==> config.mk <==
export PLATFORM = sky130hd
export DESIGN_NAME = uart_ctrl_unit
export DESIGN_NICKNAME = d
export VERILOG_FILES = /design/src/rtl/uart_ctrl_unit.sv
export SDC_FILE = /design/constraint.sdc
export NUM_CORES = 1
export LEC_CHECK = 0
export CELL_PAD_IN_SITES_DETAIL_PLACEMENT = 0
export CELL_PAD_IN_SITES_GLOBAL_PLACEMENT = 1
export CORE_MARGIN = 3
export CORE_UTILIZATION = 26
export DETAILED_ROUTE_END_ITERATION = 12
export PLACE_DENSITY = 0.8
export SLEW_MARGIN = 10
export SYNTH_ARGS = -nofsm -noshare
export SYNTH_HDL_FRONTEND = slang
export SYNTH_SLANG_ARGS = --single-unit
==> constraint.sdc <==
create_clock -name i_clk -period 2.15 [get_ports i_clk]
set_input_delay 0.3225 -clock i_clk [delete_from_list [all_inputs] [get_ports i_clk]]
set_output_delay 0.3225 -clock i_clk [all_outputs]
set_load 0.02 [all_outputs]
==> src/rtl/uart_ctrl_unit.sv <==
// UART control unit: turns send/read requests from the control register into
// TX FIFO draining, single-byte RX reads, and RX FIFO pushes from the receiver.
module uart_ctrl_unit #(
  parameter int DATA_W    = 8,
  parameter int CNT_WIDTH = 9,
  parameter int MAX_BURST = 0
) (
  input  logic                 i_clk,
  input  logic                 i_rst_n,
  input  logic                 i_send_req,
  input  logic                 i_read_req,
  output logic                 o_clear_send,
  output logic                 o_clear_read,
  input  logic                 i_tx_fifo_empty,
  output logic                 o_tx_fifo_pop,
  input  logic [DATA_W-1:0]    i_tx_fifo_data,
  output logic                 o_tx_start,
  output logic [DATA_W-1:0]    o_tx_data,
  input  logic                 i_tx_done,
  input  logic                 i_rx_valid,
  input  logic [DATA_W-1:0]    i_rx_data,
  input  logic                 i_rx_fifo_full,
  input  logic                 i_rx_fifo_empty,
  output logic                 o_rx_fifo_push,
  output logic [DATA_W-1:0]    o_rx_fifo_wdata,
  output logic                 o_rx_fifo_pop,
  input  logic [DATA_W-1:0]    i_rx_fifo_data,
  output logic                 o_rd_data_we,
  output logic [DATA_W-1:0]    o_rd_data,
  input  logic                 i_overrun_clr,
  output logic                 o_rx_overrun,
  output logic                 o_tx_busy,
  output logic [CNT_WIDTH-1:0] o_tx_sent_cnt
);

  typedef enum logic [2:0] {TX_IDLE, TX_POP, TX_LOAD, TX_WAIT, TX_DONE} tx_state_e;
  typedef enum logic [1:0] {RD_IDLE, RD_POP, RD_LATCH, RD_CLR} rd_state_e;

  localparam logic [CNT_WIDTH-1:0] BURST_CNT = CNT_WIDTH'(MAX_BURST);

  tx_state_e             tx_state, tx_next;
  rd_state_e             rd_state, rd_next;
  logic [DATA_W-1:0]     tx_data_q, rd_data_q;
  logic [CNT_WIDTH-1:0]  cnt_q;
  logic                  ovr_q;
  logic                  burst_hit;

  assign burst_hit = (MAX_BURST != 0) && (cnt_q == BURST_CNT);

  // ---------------- TX path ----------------
  always_ff @(posedge i_clk or negedge i_rst_n) begin
    if (!i_rst_n) begin
      tx_state  <= TX_IDLE;
      tx_data_q <= '0;
      cnt_q     <= '0;
    end else begin
      tx_state <= tx_next;
      if (tx_state == TX_IDLE && i_send_req)
        cnt_q <= '0;
      else if (tx_state == TX_LOAD && cnt_q != '1)
        cnt_q <= cnt_q + 1'b1;
      if (tx_state == TX_LOAD)
        tx_data_q <= i_tx_fifo_data;
    end
  end

  // A dropped request stops the burst once the in-flight byte is done.
  always_comb begin
    tx_next       = tx_state;
    o_tx_fifo_pop = 1'b0;
    o_tx_start    = 1'b0;
    o_clear_send  = 1'b0;
    case (tx_state)
      TX_IDLE: if (i_send_req) tx_next = i_tx_fifo_empty ? TX_DONE : TX_POP;
      TX_POP: begin
        o_tx_fifo_pop = 1'b1;
        tx_next       = TX_LOAD;
      end
      TX_LOAD: begin
        o_tx_start = 1'b1;
        tx_next    = TX_WAIT;
      end
      TX_WAIT: if (i_tx_done)
        tx_next = (i_tx_fifo_empty || burst_hit || !i_send_req) ? TX_DONE : TX_POP;
      TX_DONE: begin
        o_clear_send = 1'b1;
        tx_next      = TX_IDLE;
      end
      default: tx_next = TX_IDLE;
    endcase
  end

  // FIFO data arrives during LOAD, so it is forwarded alongside the start
  // strobe and then held from the register while the byte is on the wire.
  assign o_tx_data     = (tx_state == TX_LOAD) ? i_tx_fifo_data : tx_data_q;
  assign o_tx_busy     = (tx_state != TX_IDLE);
  assign o_tx_sent_cnt = cnt_q;

  // ---------------- Read path ----------------
  always_ff @(posedge i_clk or negedge i_rst_n) begin
    if (!i_rst_n) begin
      rd_state  <= RD_IDLE;
      rd_data_q <= '0;
    end else begin
      rd_state <= rd_next;
      if (rd_state == RD_LATCH)
        rd_data_q <= i_rx_fifo_data;
    end
  end

  always_comb begin
    rd_next       = rd_state;
    o_rx_fifo_pop = 1'b0;
    o_rd_data_we  = 1'b0;
    o_clear_read  = 1'b0;
    case (rd_state)
      RD_IDLE: if (i_read_req) rd_next = i_rx_fifo_empty ? RD_CLR : RD_POP;
      RD_POP: begin
        o_rx_fifo_pop = 1'b1;
        rd_next       = RD_LATCH;
      end
      RD_LATCH: begin
        o_rd_data_we = 1'b1;
        rd_next      = RD_CLR;
      end
      RD_CLR: begin
        o_clear_read = 1'b1;
        rd_next      = RD_IDLE;
      end
      default: rd_next = RD_IDLE;
    endcase
  end

  assign o_rd_data = (rd_state == RD_LATCH) ? i_rx_fifo_data : rd_data_q;

  // ---------------- RX push ----------------
  assign o_rx_fifo_push  = i_rx_valid & ~i_rx_fifo_full;
  assign o_rx_fifo_wdata = i_rx_data;

  // A drop in the same cycle as a clear keeps the flag set.
  always_ff @(posedge i_clk or negedge i_rst_n) begin
    if (!i_rst_n)                       ovr_q <= 1'b0;
    else if (i_rx_valid && i_rx_fifo_full) ovr_q <= 1'b1;
    else if (i_overrun_clr)             ovr_q <= 1'b0;
  end

  assign o_rx_overrun = ovr_q;

endmodule
==> flow_results.xml <==
<?xml version="1.0" encoding="UTF-8"?>
<metrics>
  <group name="global_route">
    <metric name="first_global_vias" unit="">1095</metric>
    <metric name="grt.overflow.total" unit="">0</metric>
    <metric name="grt_max_degree" unit="">32</metric>
    <metric name="busiest_layer" unit="">met2</metric>
    <metric name="globalRouteMet1Util" unit="%">12.4</metric>
    <metric name="antenna_found_initial" unit="">0</metric>
    <metric name="wire_length_of_the_first_global_routing_pass" unit="mm">5.22</metric>
    <metric name="met3_usage" unit="%">3.84</metric>
    <metric name="global_route.usage.total" unit="%">10.2</metric>
    <metric name="met2_usage" unit="%">16.0</metric>
  </group>
  <group name="logic_synthesis">
    <metric name="seq_area_frac_synth" unit="%">51.8</metric>
    <metric name="ys_async_sr_fraction" unit="%">100</metric>
    <metric name="synth_warnings" unit="">0</metric>
    <metric name="post_synth_num_cell_types" unit="">28</metric>
    <metric name="ys_seq_elements" unit="">31</metric>
    <metric name="postSynth.topFlopCell" unit="">sky130_fd_sc_hd__dfrtp_1</metric>
    <metric name="postSynthNetCount" unit="">174</metric>
    <metric name="post_synth.cell_area_avg" unit="um2">11.3</metric>
    <metric name="netlist_area" unit="um2">1500</metric>
    <metric name="number_of_synthesized_flops_with_an_enable_pin" unit="">0</metric>
    <metric name="number_of_cells_produced_by_synthesis" unit="">133</metric>
  </group>
  <group name="timing">
    <metric name="setup_viol_count_final" unit="">0</metric>
    <metric name="worst_slew_margin_rel" unit="%">73.7</metric>
    <metric name="finalHoldWorstSlack" unit="ns">0.435</metric>
    <metric name="setup_tns" unit="ns">0</metric>
    <metric name="fmax" unit="MHz">476</metric>
    <metric name="worst_pin_slew" unit="ns">0.394</metric>
    <metric name="unrepaired_setup_endpoints_after_global_routing" unit="">true</metric>
    <metric name="finalHoldViolCount" unit="">0</metric>
    <metric name="finalWorstPathRequiredPeriod" unit="ns">2.10</metric>
    <metric name="final_slew_viol_count" unit="">0</metric>
    <metric name="min_period_over_period" unit="%">97.7</metric>
    <metric name="finalClockSkew" unit="ns">0.00744</metric>
  </group>
  <group name="routing">
    <metric name="detailed_route_via_count" unit="">1231</metric>
    <metric name="route.antenna.remaining_nets" unit="">0</metric>
    <metric name="drc_errors" unit="">0</metric>
    <metric name="wl_per_cell" unit="um">12.4</metric>
    <metric name="drt_first_pass_iters" unit="">4</metric>
    <metric name="first_iter_violations" unit="">29</metric>
    <metric name="sum_of_routed_wire_length_over_all_layers" unit="mm">3.42</metric>
    <metric name="drt-vias-per-instance" unit="">4.44</metric>
  </group>
  <group name="setup_path">
    <metric name="cpPeakStageDelay" unit="ns">0.48</metric>
    <metric name="worst_setup_path_startpoint" unit="">o_tx_sent_cnt[0]$_DFFE_PN0P_</metric>
    <metric name="worst-endpoint-arrival" unit="ns">2.30</metric>
    <metric name="beginning_of_the_worst_register_to_register_path" unit="">o_tx_sent_cnt[0]$_DFFE_PN0P_</metric>
    <metric name="top_fanout_value_on_the_critical_path" unit="">7</metric>
    <metric name="crit_chain" unit="">ha_4 &gt; nand3_4 &gt; nor2_2 &gt; ha_2 &gt; or4b_4 &gt; buf_6 &gt; or4_1 &gt; a21oi_1</metric>
    <metric name="critical_path.endpoint_type" unit="">flop</metric>
    <metric name="worst-endpoint-required" unit="ns">2.35</metric>
    <metric name="path_buf_inv" unit="">1</metric>
    <metric name="crit_path_top_delay_cell" unit="">sky130_fd_sc_hd__or4b_4</metric>
    <metric name="timing.setup.critical_path_class" unit="">flop to flop</metric>
    <metric name="worst_path_dominant_cell_family" unit="">simple AND/OR/NAND/NOR gates</metric>
    <metric name="sort_of_element_at_the_start_of_the_critical_path" unit="">flop</metric>
  </group>
  <group name="floorplanning">
    <metric name="floorplan.die_area" unit="um2">6710</metric>
    <metric name="initial_core_util" unit="%">27.1</metric>
    <metric name="die_height" unit="um">81.9</metric>
    <metric name="core_region_area" unit="um2">5540</metric>
    <metric name="die_width" unit="um">81.9</metric>
    <metric name="floorplan.io_pins" unit="">76</metric>
    <metric name="placementRows" unit="">27</metric>
  </group>
  <group name="layout">
    <metric name="area_growth_syn_to_layout" unit="%">56.3</metric>
    <metric name="multi_input_combinational_cell_area" unit="um2">649</metric>
    <metric name="post_layout_util" unit="%">42.3</metric>
    <metric name="antenna_cells_inserted" unit="">0</metric>
    <metric name="drive_gt1_share" unit="%">29.3</metric>
    <metric name="layout.cells.most_common" unit="">sky130_fd_sc_hd__clkdlybuf4s50_1</metric>
    <metric name="nFillCells" unit="">553</metric>
    <metric name="layout_common_cells" unit="">sky130_fd_sc_hd__clkdlybuf4s50_1 (43), sky130_fd_sc_hd__dfrtp_1 (29), sky130_fd_sc_hd__buf_4 (18)</metric>
    <metric name="finalNetCount" unit="">246</metric>
    <metric name="post_layout_nonfiller_instances" unit="">277</metric>
    <metric name="ff_latch_area" unit="um2">778</metric>
  </group>
  <group name="clock_tree">
    <metric name="cts.reportedPaths.clkPinSlew" unit="ns">0.07</metric>
    <metric name="cts_buffer_depth" unit="">2</metric>
    <metric name="cts.sinks" unit="">31</metric>
    <metric name="clock_latency" unit="ns">0.28</metric>
    <metric name="clockRootBuffer" unit="">sky130_fd_sc_hd__clkbuf_8</metric>
    <metric name="clock_tree.htree_level_count" unit="">2</metric>
    <metric name="numCtsBuffers" unit="">5</metric>
    <metric name="tritoncts_clock_tree" unit="">done</metric>
    <metric name="post_cts_hold_buffer_count" unit="">0</metric>
  </group>
  <group name="outcome">
    <metric name="result_of_the_run" unit="">finished clean</metric>
  </group>
  <group name="placement">
    <metric name="dp_cells" unit="">267</metric>
    <metric name="port-buffer-count" unit="">59</metric>
    <metric name="place.detailed.hpwl" unit="mm">2.54</metric>
    <metric name="place.gp.congestion" unit="">0.711</metric>
  </group>
  <group name="pwr">
    <metric name="total_power" unit="mW">3.40</metric>
    <metric name="max-vdd-ir-drop" unit="mV">0.518</metric>
    <metric name="total_leakage_power" unit="nW">0.995</metric>
    <metric name="power.density" unit="nW/um2">1450</metric>
  </group>
  <group name="flow_run">
    <metric name="max_cap_violations" unit="">0</metric>
  </group>
  <group name="min_path">
    <metric name="hold_class" unit="">input port to asynchronous set/reset pin</metric>
  </group>
</metrics>
## Yosys cell counts, types with 2 or more instances
master                      n  share of area [%]
sky130_fd_sc_hd__o21ai_0    7                2.3
sky130_fd_sc_hd__nor3b_1    2                1.0
sky130_fd_sc_hd__mux2_2    16                 12
sky130_fd_sc_hd__buf_2      3                1.0
sky130_fd_sc_hd__nand3_1    2               0.67
sky130_fd_sc_hd__nand2_1    7                1.8
sky130_fd_sc_hd__inv_1      6                1.5
sky130_fd_sc_hd__dfrtp_1   31                 52
sky130_fd_sc_hd__or4_1      3                1.5
sky130_fd_sc_hd__nor3_1     3                1.0
sky130_fd_sc_hd__o31ai_1    3                1.5
sky130_fd_sc_hd__nand4_1    2               0.83
sky130_fd_sc_hd__nor2b_1    5                2.1
sky130_fd_sc_hd__o22ai_1    2               0.83
sky130_fd_sc_hd__clkbuf_1   3               0.75
sky130_fd_sc_hd__a21oi_1    9                3.0
sky130_fd_sc_hd__nor2_1     2               0.50
sky130_fd_sc_hd__buf_4      8                4.0
sky130_fd_sc_hd__ha_1       7                5.8
sky130_fd_sc_hd__or3_1      4                1.7
## final timing paths
path	end	slack [ns]	cells past startpoint
setup / recovery	o_tx_sent_cnt[5]$_DFFE_PN0P_	0.05	8
hold / removal	rd_state[0]$_DFFE_PN0P_	0.43	2
setup reg to reg	o_tx_sent_cnt[5]$_DFFE_PN0P_	0.05	8
hold reg to reg	rd_data_q[0]$_DFF_PN0_	0.50	1
max in group asynchronous	o_tx_sent_cnt[0]$_DFFE_PN0P_	1.40	2
min in group i_clk	rd_data_q[0]$_DFF_PN0_	0.50	1
## state kept, by name (all words and copies together) (netlist names)
| register | count |
|---|---|
| o_rx_overrun | 1 |
| o_tx_sent_cnt | 9 |
| rd_data_q | 8 |
| rd_state | 2 |
| tx_data_q | 8 |
| tx_state | 3 |
## cells by family after synthesis
logic type      after synthesis  synth area share (%)
buf+inv                      21                  8.01
mux                          17                  12.7
simple gates                 36                  14.0
compound gates               21                  7.68
fa+ha+maj                     7                  5.84
flops                        31                  51.8
## layout make-up
type,instances,share of cell area (%)
tap,72,3.85
multi-input combinational,81,27.7
inverter,6,0.962
sequential,31,33.2
clock inverter,1,0.214
timing repair buffer,80,30.5
clock buffer,6,3.53
## metrics by stage
| step | setup WS, ns | instance area (um2) |
|---|---|---|
| 3_3_place_gp | 0.0345 | 2250 |
| 6_report | 0.0493 | 2340 |
| 5_1_grt | -0.0334 | 2340 |
| 2_1_floorplan | -0.0166 | 1550 |
| 4_1_cts | 0.0174 | 2340 |
| 3_5_place_dp | 0.00380 | 2250 |
## per-layer routing
layer	vias up	part of all wire (%)
met2	38	52
li1	602	-
met5	-	0
met4	0	1.5
met1	585	39
met3	6	7.5
## power by group
group	switching, mW	leakage (nW)	total (mW)	internal (mW)
combinational	1.03	0.569	1.98	0.957
clock	0.205	0.0470	0.456	0.251
sequential	0.124	0.379	0.966	0.842
## what timing repair did
action	4_1_cts	5_1_grt
cloned	1	1
setup buffers	1	0
resized for setup	21	18
pin swaps	3	1
setup endpoints to repair	19	19
(Power assumes the default switching activity.)
==> variant 1 (same flow settings) <==
Reset style: synchronous (`i_rst_n`), changed in 3 clocked blocks.
--- a/src/rtl/uart_ctrl_unit.sv
+++ b/src/rtl/uart_ctrl_unit.sv
@@ -49,5 +49,5 @@
 
   // ---------------- TX path ----------------
-  always_ff @(posedge i_clk or negedge i_rst_n) begin
+  always_ff @(posedge i_clk) begin
     if (!i_rst_n) begin
       tx_state  <= TX_IDLE;
@@ -98,5 +98,5 @@
 
   // ---------------- Read path ----------------
-  always_ff @(posedge i_clk or negedge i_rst_n) begin
+  always_ff @(posedge i_clk) begin
     if (!i_rst_n) begin
       rd_state  <= RD_IDLE;
@@ -139,5 +139,5 @@
 
   // A drop in the same cycle as a clear keeps the flag set.
-  always_ff @(posedge i_clk or negedge i_rst_n) begin
+  always_ff @(posedge i_clk) begin
     if (!i_rst_n)                       ovr_q <= 1'b0;
     else if (i_rx_valid && i_rx_fifo_full) ovr_q <= 1'b1;
Function: differs if i_rst_n is asserted again (counterexample within 4 cycles, from zero or initial values and one cycle with i_rst_n low); with i_rst_n held inactive, the same outputs for 10 cycles.
==> variant 1 against the unedited design <==
- critical path type unchanged
- highest routed layer unchanged
- routed wire length fell by 0.50%
- synthesized cell count increased by 12%
- setup slack gained 0.015 ns
- area after synthesis down 1.8%
- first-iteration DRC count rose by 45%
- via count up 2.8%
- largest cell class is now multi-input combinational cells
- final area is 2.2% lower
- sequential cell count is the same
Power is not compared: it rests on default switching activity, and its combinational part moved more than twofold at a synthesized area within 25%.
==> variant 1: results (changes against the unedited design) <==
| Metric | Value |
|---|---|
| Largest net degree at the start of global routing | `20 (-38%)` |
| Vias | `1266 (+2.8%)` |
| VDD IR max | `0.000401 V` |
| Placed wire-length estimate | `2.41 mm (-5.2%)` |
| Worst path arrival time | `2.31 ns` |
| Slew headroom | `82.6% (+8.8 points)` |
| Max stage delay on crit path | `0.58 ns (+0.10 ns)` |
| IO buf count | `59 (unchanged)` |
| First-pass GRT wire length | `5.44 mm (+4.4%)` |
| First-pass iteration count of the detailed router | `4 (unchanged)` |
| Worst-skew pair later-pin latency | `0.28 ns (about the same)` |
| Drt total wl | `3.40 mm (-0.50%)` |
| Top post-synthesis cells by count | `dfxtp_1, and2_1, mux2_2` |
| Layout cell share with drive strength beyond 1 | `21.8% (-7.5 points)` |
| Worst hold path type | `reg -> reg` |
| Most used DFF post-synth | `dfxtp_1` |
| Clk slew on worst S/H paths | `0.07 ns (about the same)` |
| Async set-reset flop share out of synthesis | `0% (-100 points)` |
| Area contributors post-synth | `dfxtp_1, mux2_2, and2_1, ha_1, buf_4` |
| Ant diodes | `0 (unchanged)` |
| Syn_nets | `190 (+9.2%)` |
| Layout Nets | `260 (+5.7%)` |
| Number of flip-flops in the largest register | `9 (unchanged)` |
| Final worst path period share | `97.0% (-0.69 points)` |
| Initial antenna violation count | `0 (unchanged)` |
| P_leak | `0.000990 uW` |
| Clock buffer depth | `2 (unchanged)` |
| Register area share after synthesis | `42.2% (-9.6 points)` |
| DRT iter0 DRCs | `42 (+45%)` |
| Slowest cell on the critical path | `or4b_4` |
| Vias in the first global route | `1227 (+12%)` |
| GRT Util Overall | `10.8% (+0.64 points)` |
| Cts bufs inserted | `5 (unchanged)` |
| Root Driver | `clkbuf_8` |
| Run status | `finished clean` |
| Clk_skew | `0.00618 ns (-0.00125 ns)` |
| Worst Path Max Fanout | `6 (-1)` |
| CTS H-tree lvls | `2 (unchanged)` |
| Cell family with most CP delay | `simple AND/OR/NAND/NOR gates` |
| Routability cong. | `0.767 (+7.8%)` |
| Ys Warns | `0 (unchanged)` |
| Distinct cells, synth | `29 (+3.6%)` |
| Area after DPL | `2150 sq um (-4.3%)` |
[variant 1: final timing paths]
check,from,endpoint,slack [ns],cells after the start
min,o_rx_overrun,o_rx_overrun,0.49,2
max,o_tx_sent_cnt[0],o_tx_sent_cnt[5],0.06,7
max reg2reg,o_tx_sent_cnt[0],o_tx_sent_cnt[5],0.06,7
min reg2reg,o_rx_overrun,o_rx_overrun,0.49,2
[variant 1: area by class of cell]
cell class / instances / area (sq um)
Clock buffer: 7 / 76.3
Fill cell: 537 / 3010
Multi-Input combinational cell: 99 / 773
Clock inverter: 1 / 5.00
Inverter: 5 / 18.8
Tap cell: 70 / 87.6
Sequential cell: 31 / 622
Timing Repair Buffer: 77 / 707
[variant 1: timing repair]
item / in CTS / in global routing
pin swaps: 0 / 3
gates cloned: 0 / 1
buffers inserted: 0 / 4
gates resized for setup: 18 / 11
setup endpoints to repair: 17 / 11
endpoints found under the hold margin: 0 / 0
[variant 1: cell families after synthesis]
kind of cell	after synthesis	synth area share, %
buffers and inverters	19	7.91
adder cells (fa/ha/maj)	7	5.95
AND/OR/NAND/NOR	53	20.7
XOR/XNOR	1	0.595
multiplexers	19	14.3
flip-flops	31	42.2
AO/OA/AOI/OAI	19	8.33
[variant 1: stage by stage]
stage	TNS [ns]	worst slack (ns)	hold slack, ns	cells	utilization (%)
final	0	0.0641	0.489	290	43.2
after global routing	-0.0294	-0.0115	0.527	290	43.2
after CTS	0	0.0529	0.492	285	41.9
after floorplan	0	0.0503	0.470	149	-
after global placement	0	0.0517	0.470	277	40.5
after detailed placement	0	0.0421	0.483	277	40.5
[variant 1: power by group]
group          internal [uW]  switching (uW)
sequential               628            24.4
combinational            325             300
clock                    227             211
total                   1180             535
[variant 1: routing by layer]
metal	vias to the layer above	global-route usage, %	wire length [um]
li1	650	-	-
met1	567	12.9	1500
met2	40	16.4	1580
met3	9	4.99	270
met4	0	5.07	57
met5	-	0	0
[variant 1: worst reg2reg max path, delay by kind of cell (launching register included)]
kind,cells,cell delay [ns]
AOI/OAI and AO/OA,1,0.13
adders and majority gates,2,0.36
DFF,1,0.32
and+or+nand+nor,4,1.22
==> variant 2 (same flow settings) <==
Made on the original files. Change the parameter `CNT_WIDTH` from 9 to 10.
--- a/src/rtl/uart_ctrl_unit.sv
+++ b/src/rtl/uart_ctrl_unit.sv
@@ -3,5 +3,5 @@
 module uart_ctrl_unit #(
   parameter int DATA_W    = 8,
-  parameter int CNT_WIDTH = 9,
+  parameter int CNT_WIDTH = 10,
   parameter int MAX_BURST = 0
 ) (
Ports: changed (resized o_tx_sent_cnt); port bits go from 76 to 77. No check against the original RTL was run, so the function may have changed too.
==> variant 2 against the unedited design <==
- setup slack gained 0.035 ns
- power grew 0.84%
- maximum frequency grew 1.7%
- non-clock buffer count shrank 12
- critical path depth shrank 3
- final area shrank 1.2%
- sequential cell count grew 1
- global-route usage grew 0.90 points
- critical endpoint is now o_rd_data[1]
- area after synthesis grew 5.3%
- clock power grew 3%
- routed wire length grew 7.8%
- sequential share of layout area grew 1.4 points
- synthesized cell count grew 17%
==> variant 2: results (changes against the unedited design) <==
| Metric | Value |
|---|---|
| Largest net degree at the start of global routing | `33 (+3.1%)` |
| Non-Clock Buffer Count | `68 (-15%)` |
| Worst path arrival time | `1.74 ns (-0.56 ns)` |
| Clk_skew | `0.00447 ns (-0.00297 ns)` |
| Layout Nets | `260 (+5.7%)` |
| Synth Area in Compound Gates | `10.1% (+2.4 points)` |
| Fraction of area in multi-input gates | `29.7% (+2.0 points)` |
| Slew @ Worst Pin | `0.424 ns (+0.0301 ns)` |
| Reg2reg setup slack | `0.31 ns (+0.26 ns)` |
| CTS sink cnt | `32 (+3.2%)` |
| Area after DPL | `2240 sq um (-0.28%)` |
| Inverters | `4 (-2)` |
| Post-CTS Resized | `19 (-9.5%)` |
| Syn_nets | `196 (+13%)` |
| Worst Path Max Fanout | `8 (+1)` |
| Layout cell share with drive strength beyond 1 | `15.8% (-13 points)` |
| GRT Util Overall | `11.1% (+0.90 points)` |
| Syn avg cell area | `10.1 sq um (-10%)` |
| Logic pwr share | `56.5% (-1.8 points)` |
| Setup Buffers After CTS | `0 (-1)` |
| Area contributors post-synth | `dfrtp_1, nand2_1, mux2_2, ha_1, buf_4` |
| Design Area, Final | `2310 sq um (-1.2%)` |
| Adder-Cell Fraction of Synth Area | `4.76% (-1.1 points)` |
| Final hold slack | `0.453 ns (+0.0188 ns)` |
| Distinct cells, synth | `34 (+21%)` |
| Met3 WL post-DR | `278 um (+8.2%)` |
| Reg2reg path depth | `5 (-3)` |
| Sequential share of cell area | `34.6% (+1.4 points)` |
| Number of flip-flops in the largest register | `10 (+1)` |
| Wirelength per Cell | `12.6 um (+1.9%)` |
| Count of multi-input combinational gates | `109 (+35%)` |
| DRT iter0 DRCs | `39 (+34%)` |
| Top post-synthesis cells by count | `nand2_1, dfrtp_1, buf_4, mux2_2` |
| Fill count | `579 (+4.7%)` |
| Cell family with most CP delay | `buffers and inverters` |
| Area of the die | `7040 sq um (+4.9%)` |
| Clock-cell share of area | `3.89% (+0.15 points)` |
| Routed metal-1 wire length | `1.66 mm (+23%)` |
| CLK BUF | `8 (+2)` |
| Max stage delay on crit path | `0.40 ns (-0.08 ns)` |
| First-pass GRT wire length | `6.35 mm (+22%)` |
| Placed cell count | `283 (+6.0%)` |
| Met2 Wirelength | `1.72 mm (-2.8%)` |
| M3 GR Usage | `4.44% (+0.60 points)` |
| Routability cong. | `0.747 (+5.0%)` |
| Register area share after synthesis | `50.8% (-1.0 points)` |
| Vias | `1343 (+9.1%)` |
| R2r startpoint | `o_tx_sent_cnt[1]` |
| IO buf count | `60 (+1.7%)` |
| Slowest cell on the critical path | `dfrtp_1` |
| RR Endpoint | `o_tx_sent_cnt[7]` |
| P_leak | `0.00107 uW (+7.1%)` |
| VDD IR max | `0.000671 V (+30%)` |
| Met2 Track Usage GR | `17.8% (+1.8 points)` |
| Run status | `finished clean` |
| Placement Setup Slack | `0.0788 ns (+0.0750 ns)` |
| Met1 Usage GRT | `13.1% (+0.70 points)` |
-- variant 2: cell count changes in the layout (fill, tap and decap cells not counted), moves of 5 or more --
cell	delta
a31oi_1	+5
nand2_1	+28
mux2_2	-8
nand3_1	+5
buf_4	-11
-- variant 2: cell families (layout without fill, tap and decap cells) --
family / count (synthesis) / after routing
adder cells (fa/ha/maj): 6 / 6
multiplexers: 9 / 9
flip-flops: 32 / 32
buffers and inverters: 15 / 80
AO/OA/AOI/OAI: 23 / 23
AND/OR/NAND/NOR: 71 / 71
-- variant 2: how the worst max path moves through the flow --
stage,depth (start not counted),slack [ns],end
6_report,5,0.08,o_rd_data[1]
5_1_grt,5,-0.003,o_tx_data[5]
4_1_cts,5,0.01,o_rd_data[7]
3_5_place_dp,5,0.08,o_rd_data[7]
3_3_place_gp,5,0.11,o_tx_data[3]
2_1_floorplan,4,0.29,o_rd_data[0]
